## config.mk

```make
export PLATFORM = sky130hd
export DESIGN_NAME = sdspi_arbiter
export DESIGN_NICKNAME = d
export VERILOG_FILES = /design/src/rtl/sdspi_arb_pkg.sv /design/src/rtl/sdspi_arb_watchdog.sv /design/src/rtl/sdspi_arbiter.sv
export SDC_FILE = /design/constraint.sdc
export NUM_CORES = 1
export LEC_CHECK = 0
export BUFFER_PORTS_ARGS = -buffer_cell sky130_fd_sc_hd__clkbuf_2
export CORE_MARGIN = 4
export CORE_UTILIZATION = 35
export CTS_CLUSTER_SIZE = 40
export DETAILED_ROUTE_END_ITERATION = 8
export PLACE_DENSITY = 0.67
export SLEW_MARGIN = 30
export SYNTH_ARGS = -nofsm -noshare
export SYNTH_HDL_FRONTEND = slang
export SYNTH_SLANG_ARGS = --single-unit
```

## constraint.sdc

```tcl
create_clock -name clk -period 3.8 [get_ports clk]
set_input_delay 0.95 -clock clk [delete_from_list [all_inputs] [get_ports clk]]
set_output_delay 0.95 -clock clk [all_outputs]
set_load 0.03 [all_outputs]
```

## src/rtl/sdspi_arb_pkg.sv

```systemverilog
// Shared types for the sdspihost arbiter: FSM states, owner encoding and defaults.
package sdspi_arb_pkg;

  typedef enum logic [2:0] {
    INIT,
    WAIT_RDY,
    IDLE,
    GRANTED,
    DRAIN
  } state_t;

  typedef logic owner_t;

  localparam int RST_CYCLES_DEF = 16;

  function automatic logic [1:0] owner_onehot(input owner_t o);
    return o ? 2'b10 : 2'b01;
  endfunction

endpackage

```

## src/rtl/sdspi_arb_watchdog.sv

```systemverilog
// Busy watchdog: counts enabled cycles and saturates; saturation is the expiry condition.
module sdspi_arb_watchdog #(
  parameter int TIMEOUT_W = 24
) (
  input  logic clk,
  input  logic rst,
  input  logic en,
  input  logic clr,
  output logic expired
);

  logic [TIMEOUT_W-1:0] cnt;

  always_ff @(posedge clk) begin
    if (!rst || clr) begin
      cnt <= '0;
    end else if (en && !expired) begin
      cnt <= cnt + 1'b1;
    end
  end

  assign expired = &cnt;

endmodule

```

## src/rtl/sdspi_arbiter.sv

```systemverilog
// Shares one sdspihost between two requesters: bring-up, round-robin ownership,
// command/address/data muxing and watchdog recovery of hung transactions.
module sdspi_arbiter
  import sdspi_arb_pkg::*;
#(
  parameter int RST_CYCLES = RST_CYCLES_DEF,
  parameter int TIMEOUT_W  = 24
) (
  input  logic        clk,
  input  logic        rst,
  input  logic [1:0]  req_i,
  output logic [1:0]  gnt_o,
  input  logic [1:0]  r_block_i,
  input  logic [1:0]  r_multi_block_i,
  input  logic [1:0]  r_byte_i,
  input  logic [1:0]  w_block_i,
  input  logic [1:0]  w_byte_i,
  input  logic [63:0] block_addr_i,
  input  logic [15:0] data_in_i,
  output logic [7:0]  data_out_o,
  output logic [1:0]  busy_o,
  output logic [1:0]  err_o,
  output logic        timeout_o,
  output logic        host_rst,
  output logic        host_r_block,
  output logic        host_r_multi_block,
  output logic        host_r_byte,
  output logic        host_w_block,
  output logic        host_w_byte,
  output logic [31:0] host_block_addr,
  output logic [7:0]  host_data_in,
  input  logic        host_busy,
  input  logic        host_err,
  input  logic [7:0]  host_data_out
);

  localparam int RC_W = $clog2(RST_CYCLES + 1);
  localparam logic [RC_W-1:0] RST_LAST = RC_W'(RST_CYCLES - 1);

  state_t          state;
  owner_t          owner;
  owner_t          rr;
  owner_t          win;
  logic [RC_W-1:0] rst_cnt;
  logic            chg;
  logic            active;
  logic            granted;
  logic            expired;

  // Tie goes to the rr pointer, which always names the requester not last served.
  assign win     = (req_i == 2'b11) ? rr : req_i[1];
  assign active  = (state == WAIT_RDY) || (state == GRANTED) || (state == DRAIN);
  assign granted = (state == GRANTED);

  sdspi_arb_watchdog #(.TIMEOUT_W(TIMEOUT_W)) u_watchdog (
    .clk     (clk),
    .rst     (rst),
    .en      (active && host_busy),
    .clr     (chg || !host_busy || !active),
    .expired (expired)
  );

  always_ff @(posedge clk) begin
    if (!rst) begin
      state     <= INIT;
      gnt_o     <= 2'b00;
      host_rst  <= 1'b1;
      timeout_o <= 1'b0;
      rr        <= 1'b0;
      owner     <= 1'b0;
      rst_cnt   <= '0;
      chg       <= 1'b0;
    end else begin
      timeout_o <= 1'b0;
      chg       <= 1'b0;
      case (state)
        INIT: begin
          if (rst_cnt == RST_LAST) begin
            state    <= WAIT_RDY;
            host_rst <= 1'b0;
            chg      <= 1'b1;
          end else begin
            rst_cnt <= rst_cnt + 1'b1;
          end
        end
        IDLE: begin
          if (|req_i) begin
            owner <= win;
            gnt_o <= owner_onehot(win);
            rr    <= ~win;
            state <= GRANTED;
            chg   <= 1'b1;
          end
        end
        WAIT_RDY, GRANTED, DRAIN: begin
          // A hung host is recovered by a fresh reset sequence from any waiting state.
          if (expired) begin
            state     <= INIT;
            host_rst  <= 1'b1;
            rst_cnt   <= '0;
            gnt_o     <= 2'b00;
            timeout_o <= 1'b1;
            chg       <= 1'b1;
          end else if (state == GRANTED) begin
            if (!req_i[owner]) begin
              gnt_o <= 2'b00;
              state <= DRAIN;
              chg   <= 1'b1;
            end
          end else if (!host_busy) begin
            state <= IDLE;
            chg   <= 1'b1;
          end
        end
        default: begin
          state    <= INIT;
          host_rst <= 1'b1;
          rst_cnt  <= '0;
          gnt_o    <= 2'b00;
          chg      <= 1'b1;
        end
      endcase
    end
  end

  assign host_r_block       = granted & r_block_i[owner];
  assign host_r_multi_block = granted & r_multi_block_i[owner];
  assign host_r_byte        = granted & r_byte_i[owner];
  assign host_w_block       = granted & w_block_i[owner];
  assign host_w_byte        = granted & w_byte_i[owner];
  assign host_block_addr    = !granted ? 32'd0 : (owner ? block_addr_i[63:32] : block_addr_i[31:0]);
  assign host_data_in       = !granted ? 8'd0 : (owner ? data_in_i[15:8] : data_in_i[7:0]);
  assign data_out_o         = host_data_out;

  always_comb begin
    busy_o = 2'b11;
    err_o  = 2'b00;
    if (granted) begin
      busy_o[owner] = host_busy;
      err_o[owner]  = host_err;
    end
  end

endmodule

```

==> results of run 1 <==
cells in the mapped netlist (3+ instances only):
master / count / area, um2
and4_1: 3 / 26.28
o31ai_1: 3 / 22.52
nand2_1: 28 / 105.1
nand3_1: 9 / 45.04
ha_1: 3 / 37.54
nor2_1: 64 / 240.2
clkbuf_1: 15 / 56.30
and2_1: 3 / 18.77
xnor2_1: 7 / 61.31
nand4_1: 10 / 62.56
o211ai_1: 7 / 52.55
and3_1: 4 / 25.02
a21oi_1: 15 / 75.07
or4_1: 9 / 67.56
mux2i_1: 48 / 480.5
or2_2: 3 / 18.77
buf_1: 3 / 11.26
inv_1: 10 / 37.54
nor4_1: 4 / 25.02
buf_4: 9 / 67.56
or3_1: 7 / 43.79
o21ai_0: 12 / 60.06
dfxtp_1: 39 / 780.8
metrics by stage:
stage          hold slack (ns)  utilization (%)
2_1_floorplan           0.4240                -
3_3_place_gp            0.4490            45.83
3_5_place_dp            0.4573            45.83
4_1_cts                 0.4735            46.96
5_1_grt                 0.5135            46.96
6_report                0.4697            46.96
area by class of cell:
class / instances / area share [%]
multi-input cells: 278 / 50.29
flip-flops and latches: 39 / 21.44
repair buffers: 153 / 21.34
well taps: 102 / 3.499
clock buffers: 6 / 2.264
inverters: 10 / 1.029
clock inverters: 1 / 0.1372
report_power, final:
group / internal, mW / switching [mW] / total [mW]
combinational: 0.0532 / 0.0376 / 0.0907
sequential: 0.413 / 0.00530 / 0.418
clock: 0.143 / 0.143 / 0.286
total: 0.609 / 0.186 / 0.795
kinds of logic after synthesis:
| kind of cell | Yosys count | synth area share [%] |
|---|---|---|
| compound gates | 57 | 13.48 |
| xor+xnor | 9 | 2.811 |
| fa+ha+maj | 3 | 1.339 |
| buf+inv | 39 | 6.738 |
| flops | 39 | 27.84 |
| mux | 49 | 17.54 |
| simple gates | 160 | 30.25 |
critical path, delay by kind of cell, from the launching register on:
kind,cells,cell delay [ns]
flops,1,0.63
buf+inv,2,0.47
simple gates,2,0.51
state kept, by name (all words and copies together), names as in the netlist:
signal          count
chg                 1
state               3
host_rst            1
rr                  1
u_watchdog.cnt     24
rst_cnt             5
owner               1
timeout_o           1
gnt_o               2
worst min-delay path by stage:
stage | endpoint | startpoint
detailed placement | rst_cnt[3] | rst_cnt[3]
CTS | rst_cnt[4] | rst_cnt[4]
global route | rst_cnt[4] | rst_cnt[4]
finish | rst_cnt[4] | rst_cnt[4]
floorplan | rst_cnt[3] | rst_cnt[3]
global placement | rst_cnt[3] | rst_cnt[3]
layer usage:
layer / GRT usage, % / wire [um] / vias up
met5: 0 / 0 / -
met4: 6.177 / 230 / 0
met3: 4.020 / 559 / 16
met2: 29.52 / 4271 / 115
met1: 19.28 / 3278 / 1415
li1: - / - / 1523
==> metrics.cfg, run 1 <==
[run_status]
status = complete, no violations

[job]
drv_cap = 0

[floorplan]
die_h_um = 97.51
die_x_um = 97.51
dieArea_mm2 = 0.009507
rows = 32
ios = 165
core_area_mm2 = 0.007767
start_util_pct = 36.10

[global_route]
grt_max_degree = 38
antenna_found_initial = 0
grt_usage_pct = 16.65
grt_pass1_wl_um = 13340
grt_overflow_total = 0
first_global_vias = 2907

[clock_network]
htree_levels = 2
post_cts_resized = 0
insertion_delay_ns = 0.29
post_cts_buffers = 0
numCtsBuffers = 5
holdBufCountCts = 0
clockBufferDepth = 2
clk_pin_slew_ns = 0.08
cts_tree = done
clock_sinks = 39
cts_root_buffer = clkbuf_8

[yosys]
synthArstFlopShare_pct = 0
synth-edff-count = 0
ys_seq_area_share_pct = 27.84
ys_ff_latch = 39
syn_inst = 356
synth_nets = 463
synth_area_per_cell_um2 = 7.876
ys.warnings.count = 0
ys.flop_type = dfxtp_1
yosysUniqueCellTypes = 53
syn_area_mm2 = 0.002804

[sta]
rsz0062_at_grt = no
finalSetupViolations = 0
tightest_slew_ns = 0.6821
fin_skew_ns = 0.007600
worst_slack_ns = 0.9326
fin_crit_sh_pct = 75.46
finalHoldViolCount = 0
fmax_ghz = 0.3487
finalSetupTns_ns = 0
drv_slew = 0
relSlewSlack_pct = 54.04
period_needed_ns = 2.867

[setup_path]
reg2reg_from = u_watchdog.cnt[0]
worst_path_max_delay_cell = dfxtp_1
end_kind = output pin
start_kind = flip-flop
crit_arrival_ns = 1.92
rrSetupSlack_ns = 1.48
critical_path.max_fanout = 37
reg2reg_depth = 6
crit_chain = nand3b_1, buf_4, or3_1, clkbuf_2
worstPathRequired_ns = 2.85
cp-endpoint = busy_o[0]
reg2reg_to = u_watchdog.cnt[22]
critPathMaxStageDelay_ns = 0.63
path_class = reg -> out
startpoint = state[1]

[route]
firstDrtPassIters = 4
wirelength_um = 8339
drtAntennaViolNets = 0
routedWlPerCell_um = 14.16
dr.first_iter.drc_count = 124
vias_per_cell = 5.211
drc = 0
route.vias.total = 3069

[layout]
drive_above_1_share_pct = 35.73
mostFrequentLayoutCells = clkbuf_2, nor2_1, mux2i_1, dfxtp_1, nand2_1
fin_area_mm2 = 0.003647
regArea_um2 = 782.0
fill_cells = 823
diodes = 0
nets = 594
multiInputGateArea_mm2 = 0.001834
syn_to_final_growth_pct = 30.08
final_common_cell = clkbuf_2
final_cells = 589

[placement]
post_dp_cell_area_mm2 = 0.003560
placed_cells = 582
place_ws_ns = 1.224
dpl.hpwl_um = 6749
port_buffers = 148
gp_congestion = 0.8636

[hold_path]
hold_depth = 2
hold_class = reg -> reg

[power_and_ir_drop]
total_power_mw = 0.7949
p_per_area_mw_per_mm2 = 218.0
total_leakage_power_nw = 1.542
vdd.ir_drop.worst_mv = 0.1139

Power figures use the tool's default switching activity.
==> run 2: changes to the inputs <==
==> constraint.sdc (replaced) <==
create_clock -name clk -period 2.83 [get_ports clk]
set_input_delay 0.7075 -clock clk [delete_from_list [all_inputs] [get_ports clk]]
set_output_delay 0.7075 -clock clk [all_outputs]
set_load 0.03 [all_outputs]
==> metrics.cfg, run 2 (synthesized netlist as in run 1, its figures left out) <==
[run_status]
status = complete, no violations

[floorplan]
start_util_pct = 36.10  ; unchanged
die_h_um = 97.51  ; unchanged
ios = 165  ; unchanged
rows = 32  ; unchanged
core_area_mm2 = 0.007767  ; unchanged
die_x_um = 97.51  ; unchanged
dieArea_mm2 = 0.009507  ; unchanged

[clock_network]
cts_tree = done
clock_sinks = 39  ; unchanged
insertion_delay_ns = 0.30  ; about the same
post_cts_resized = 0  ; unchanged
clk_pin_slew_ns = 0.08  ; about the same
htree_levels = 2  ; unchanged
numCtsBuffers = 5  ; unchanged
post_cts_buffers = 0  ; unchanged
cts_root_buffer = clkbuf_8
clockBufferDepth = 2  ; unchanged
holdBufCountCts = 0  ; unchanged

[global_route]
grt_overflow_total = 0  ; unchanged
grt_max_degree = 30  ; -21%
first_global_vias = 3040  ; +4.6%
grt_pass1_wl_um = 14040  ; +5.3%
antenna_found_initial = 0  ; unchanged
grt_usage_pct = 17.58  ; +0.94 points

[layout]
top_register = u_watchdog.cnt
diodes = 0  ; unchanged
nets = 595  ; +0.17%
syn_to_final_growth_pct = 30.97
mostFrequentLayoutCells = clkbuf_2, nor2_1, mux2i_1, dfxtp_1, nand2_1
fin_area_mm2 = 0.003672  ; +0.69%
drive_above_1_share_pct = 35.99  ; +0.26 points
reg_top3 = u_watchdog.cnt (24), rst_cnt (5), state (3)
final_common_cell = clkbuf_2
largest_register_ffs = 24  ; unchanged
fill_cells = 789  ; -4.1%

[setup_path]
worstPathRequired_ns = 2.12  ; -0.73 ns
critPathMaxStageDelay_ns = 0.48  ; -0.15 ns
crit_chain = nand3b_1, buf_4, nor2_1, clkbuf_2
rrSetupSlack_ns = 0.55  ; -0.93 ns
end_kind = output pin
crit_arrival_ns = 1.84  ; -0.08 ns
critical_path.max_fanout = 29  ; -22%
start_kind = flip-flop
reg2reg_from = u_watchdog.cnt[0]
reg2reg_to = u_watchdog.cnt[22]
path_class = reg -> out
reg2reg_depth = 6  ; unchanged
worst_path_max_delay_cell = dfxtp_1

[sta]
finalSetupTns_ns = 0  ; unchanged
fmax_ghz = 0.3928
drv_slew = 0  ; unchanged
finalHoldViolCount = 0  ; unchanged
rsz0062_at_grt = no
fin_skew_ns = 0.007058  ; -0.0005416 ns
fin_crit_sh_pct = 89.97
tightest_slew_ns = 0.6186  ; -0.06356 ns
period_needed_ns = 2.546
finalSetupViolations = 0  ; unchanged
relSlewSlack_pct = 58.38  ; +4.3 points

[job]
drv_cap = 0  ; unchanged

[route]
dr.first_iter.drc_count = 72  ; -42%
drc = 0  ; unchanged
route.vias.total = 3032  ; -1.2%
firstDrtPassIters = 4  ; unchanged
wirelength_um = 8339  ; unchanged
vias_per_cell = 5.130  ; -1.5%
routedWlPerCell_um = 14.11  ; -0.34%
drtAntennaViolNets = 0  ; unchanged

[placement]
gp_congestion = 0.8208  ; -5.0%
dpl.hpwl_um = 6807  ; +0.87%
post_dp_cell_area_mm2 = 0.003580  ; +0.56%
port_buffers = 148  ; unchanged

[hold_path]
worstHoldEndpoint = rst_cnt[3]
hold_class = reg -> reg
hold_depth = 1  ; -1
min_from = rst_cnt[3]

[power_and_ir_drop]
vdd.ir_drop.worst_mv = 0.1825  ; +60%
total_leakage_power_nw = 1.544  ; +0.12%
p_per_area_mw_per_mm2 = 293.1  ; +34%

[run 2: cell count changes in the layout (fill, tap and decap cells not counted), sizes merged]
cell	change
clkinvlp	+2
clkbuf	-1
clkinv	-1
inv	+1
buf	+1
[run 2: final cells by class]
| class | count | area (um2) | area share (%) |
|---|---|---|---|
| Multi-Input combinational cell | 278 | 1834 | 49.95 |
| Clock buffer | 5 | 68.82 | 1.874 |
| Tap cell | 102 | 127.6 | 3.475 |
| Sequential cell | 39 | 782.0 | 21.29 |
| Clock inverter | 3 | 23.77 | 0.6474 |
| Inverter | 10 | 37.54 | 1.022 |
| Timing Repair Buffer | 154 | 798.3 | 21.74 |
[run 2: how the worst max path moves through the flow]
stage / startpoint / end / slack (ns)
after floorplan: state[0] / err_o[0] / 0.31
after global placement: u_watchdog.cnt[0] / u_watchdog.cnt[22] / 0.59
after detailed placement: u_watchdog.cnt[0] / u_watchdog.cnt[22] / 0.56
after CTS: state[1] / host_block_addr[24] / 0.25
after global routing: state[1] / host_block_addr[10] / 0.07
final: state[1] / host_block_addr[24] / 0.28
[run 2: power by group]
part	switching [mW]	internal (mW)	total (mW)
Sequential	0.00649	0.555	0.561
Clock	0.215	0.176	0.391
Combinational	0.0522	0.0721	0.124
Total	0.273	0.803	1.08
[run 2: metal layers]
layer	track usage [%]	share of wire [%]	up-vias
met3	4.523	6.4	14
met5	0	0	-
met2	32.05	52	115
li1	-	-	1532
met4	5.218	2.1	0
met1	20.01	40	1371
[run 2: per-stage QoR]
stage	power (mW)	worst slack, ns	std cells	hold WS (ns)	utilization, %
after CTS	1.085	0.2486	591	0.4732	47.28
after global routing	1.124	0.06573	591	0.5054	47.28
after detailed placement	0.6985	0.5592	583	0.4550	46.09
after floorplan	0.6411	0.3101	356	0.4240	-
final	1.076	0.2840	591	0.4750	47.28
after global placement	0.6952	0.5875	583	0.4548	46.09
[run 2: critical path: cells and delay by family (launching register included)]
family / cells / cell delay [ns]
flip-flops: 1 / 0.48
buffers and inverters: 2 / 0.56
AND/OR/NAND/NOR: 2 / 0.48
==> run 3: changes to the inputs <==
--- a/config.mk
+++ b/config.mk
@@ -7,10 +7,11 @@
 export LEC_CHECK = 0
 export BUFFER_PORTS_ARGS = -buffer_cell sky130_fd_sc_hd__clkbuf_2
 export CORE_MARGIN = 4
-export CORE_UTILIZATION = 35
+export CORE_UTILIZATION = 44
 export CTS_CLUSTER_SIZE = 40
 export DETAILED_ROUTE_END_ITERATION = 8
-export PLACE_DENSITY = 0.67
+export PLACE_DENSITY = 0.81
+export SKIP_LAST_GASP = 1
 export SLEW_MARGIN = 30
 export SYNTH_ARGS = -nofsm -noshare
 export SYNTH_HDL_FRONTEND = slang
==> metrics.cfg, run 3 (synthesized netlist as in run 1, its figures left out) <==
[floorplan]
die_x_um = 87.83  ; -9.9%
core_area_mm2 = 0.006061  ; -22%
start_util_pct = 46.26  ; +10 points
die_h_um = 87.83  ; -9.9%
dieArea_mm2 = 0.007714  ; -19%
rows = 28  ; -13%
ios = 165  ; unchanged

[sta]
fmax_ghz = 0.3840  ; -2.2%
tightest_slew_ns = 0.6333  ; +0.01469 ns
period_needed_ns = 2.604  ; +0.05802 ns
finalHoldViolCount = 0  ; unchanged
finalSetupViolations = 0  ; unchanged
fin_crit_sh_pct = 92.02  ; +2.1 points
fin_skew_ns = 0.01351  ; +0.006455 ns
relSlewSlack_pct = 57.39  ; -0.99 points
finalSetupTns_ns = 0  ; unchanged
drv_slew = 0  ; unchanged
rsz0062_at_grt = no

[setup_path]
crit_arrival_ns = 1.90  ; +0.06 ns
reg2reg_from = u_watchdog.cnt[0]
rrSetupSlack_ns = 0.53  ; -0.02 ns
reg2reg_depth = 6  ; unchanged
end_kind = output pin
critical_path.max_fanout = 21  ; -28%
path_class = reg -> out
start_kind = flip-flop
reg2reg_to = u_watchdog.cnt[22]
worstPathRequired_ns = 2.12  ; about the same

[layout]
top_register = u_watchdog.cnt
mostFrequentLayoutCells = clkbuf_2, nor2_1, mux2i_1, dfxtp_1, nand2_1
diodes = 0  ; unchanged
drive_above_1_share_pct = 36.33  ; +0.33 points
largest_register_ffs = 24  ; unchanged
reg_top3 = u_watchdog.cnt (24), rst_cnt (5), state (3)
fill_cells = 559  ; -29%
final_common_cell = clkbuf_2
syn_to_final_growth_pct = 30.34
nets = 596  ; +0.17%

[clock_network]
post_cts_resized = 0  ; unchanged
clock_sinks = 39  ; unchanged
numCtsBuffers = 5  ; unchanged
post_cts_buffers = 0  ; unchanged
clk_pin_slew_ns = 0.07  ; about the same
htree_levels = 2  ; unchanged
cts_tree = done
holdBufCountCts = 0  ; unchanged
cts_root_buffer = clkbuf_8
insertion_delay_ns = 0.30  ; about the same
clockBufferDepth = 2  ; unchanged

[run_status]
status = complete, no violations

[hold_path]
hold_class = reg -> reg
min_from = gnt_o[1]
hold_depth = 2  ; +1
worstHoldEndpoint = gnt_o[1]

[global_route]
grt_max_degree = 46  ; +53%
grt_usage_pct = 23.02  ; +5.4 points
first_global_vias = 2969  ; -2.3%
grt_pass1_wl_um = 13920  ; -0.83%
antenna_found_initial = 0  ; unchanged
grt_overflow_total = 0  ; unchanged

[route]
wirelength_um = 8968  ; +7.5%
drtAntennaViolNets = 0  ; unchanged
drc = 0  ; unchanged
vias_per_cell = 5.561  ; +8.4%
firstDrtPassIters = 4  ; unchanged
route.vias.total = 3142  ; +3.6%
routedWlPerCell_um = 15.87  ; +12%
dr.first_iter.drc_count = 166  ; +130%

[placement]
gp_congestion = 0.8990  ; +9.5%
dpl.hpwl_um = 7353  ; +8.0%
port_buffers = 148  ; unchanged

[job]
drv_cap = 0  ; unchanged

[power_and_ir_drop]
p_per_area_mw_per_mm2 = 317.7  ; +8.4%
total_power_mw = 1.161  ; +7.9%
total_leakage_power_nw = 1.566  ; +1.4%
vdd.ir_drop.worst_mv = 0.5379  ; +190%

==> run 3: cell types whose count changed in the layout (fill, tap and decap cells not counted), sizes merged <==
| cell | previous run | this run |
|---|---|---|
| buf | 6 | 7 |
| bufinv | 0 | 1 |
| clkinv | 0 | 2 |
| clkinvlp | 2 | 0 |
| inv | 11 | 10 |
==> run 3: layout make-up <==
class                      instances  area [um2]  area share, %
multi-input combinational        278        1834          50.19
clock buffer                       5       68.82          1.883
timing repair buffer             155       793.3          21.70
sequential                        39       783.3          21.43
tap                               75       93.84          2.568
inverter                          10       37.54          1.027
clock inverter                     3       43.79          1.198
==> run 3: worst max path at each step <==
| stage | to | startpoint | slack (ns) | cells after the start |
|---|---|---|---|---|
| after floorplan | err_o[0] | state[0] | 0.31 | 4 |
| after global placement | host_block_addr[1] | state[0] | 0.57 | 4 |
| after detailed placement | host_block_addr[1] | state[0] | 0.50 | 4 |
| after CTS | host_block_addr[1] | state[0] | 0.16 | 4 |
| after global routing | host_data_in[2] | owner | 0.08 | 4 |
| final | host_data_in[4] | owner | 0.23 | 4 |
==> run 3: where the power goes <==
part           switching, mW  internal [mW]
clock network          0.207          0.263
logic                 0.0577         0.0722
registers            0.00683          0.555
total                  0.272          0.889
==> run 3: metal layers <==
layer	vias up	part of all wire, %	track usage [%]
li1	1533	-	-
met3	20	7.3	6.115
met5	-	0	0
met4	0	3.4	9.623
met2	135	51	39.32
met1	1454	39	27.16
==> run 3: per-stage QoR <==
stage	hold slack (ns)	utilization (%)	std cells	setup slack [ns]	instance area (um2)
after floorplan	0.4240	-	356	0.3101	2804
after global placement	0.4506	58.42	557	0.5662	3541
after detailed placement	0.4587	58.42	557	0.5004	3541
after CTS	0.4674	60.28	565	0.1630	3654
after global routing	0.4990	60.30	565	0.07879	3655
final	0.4641	60.30	565	0.2259	3655
==> run 3: critical path, cell delays in order, from the launching register on <==
cell and delay, ns:
dfxtp_2 0.69, buf_4 0.40, mux2i_1 0.23, nor2_1 0.07, clkbuf_2 0.20
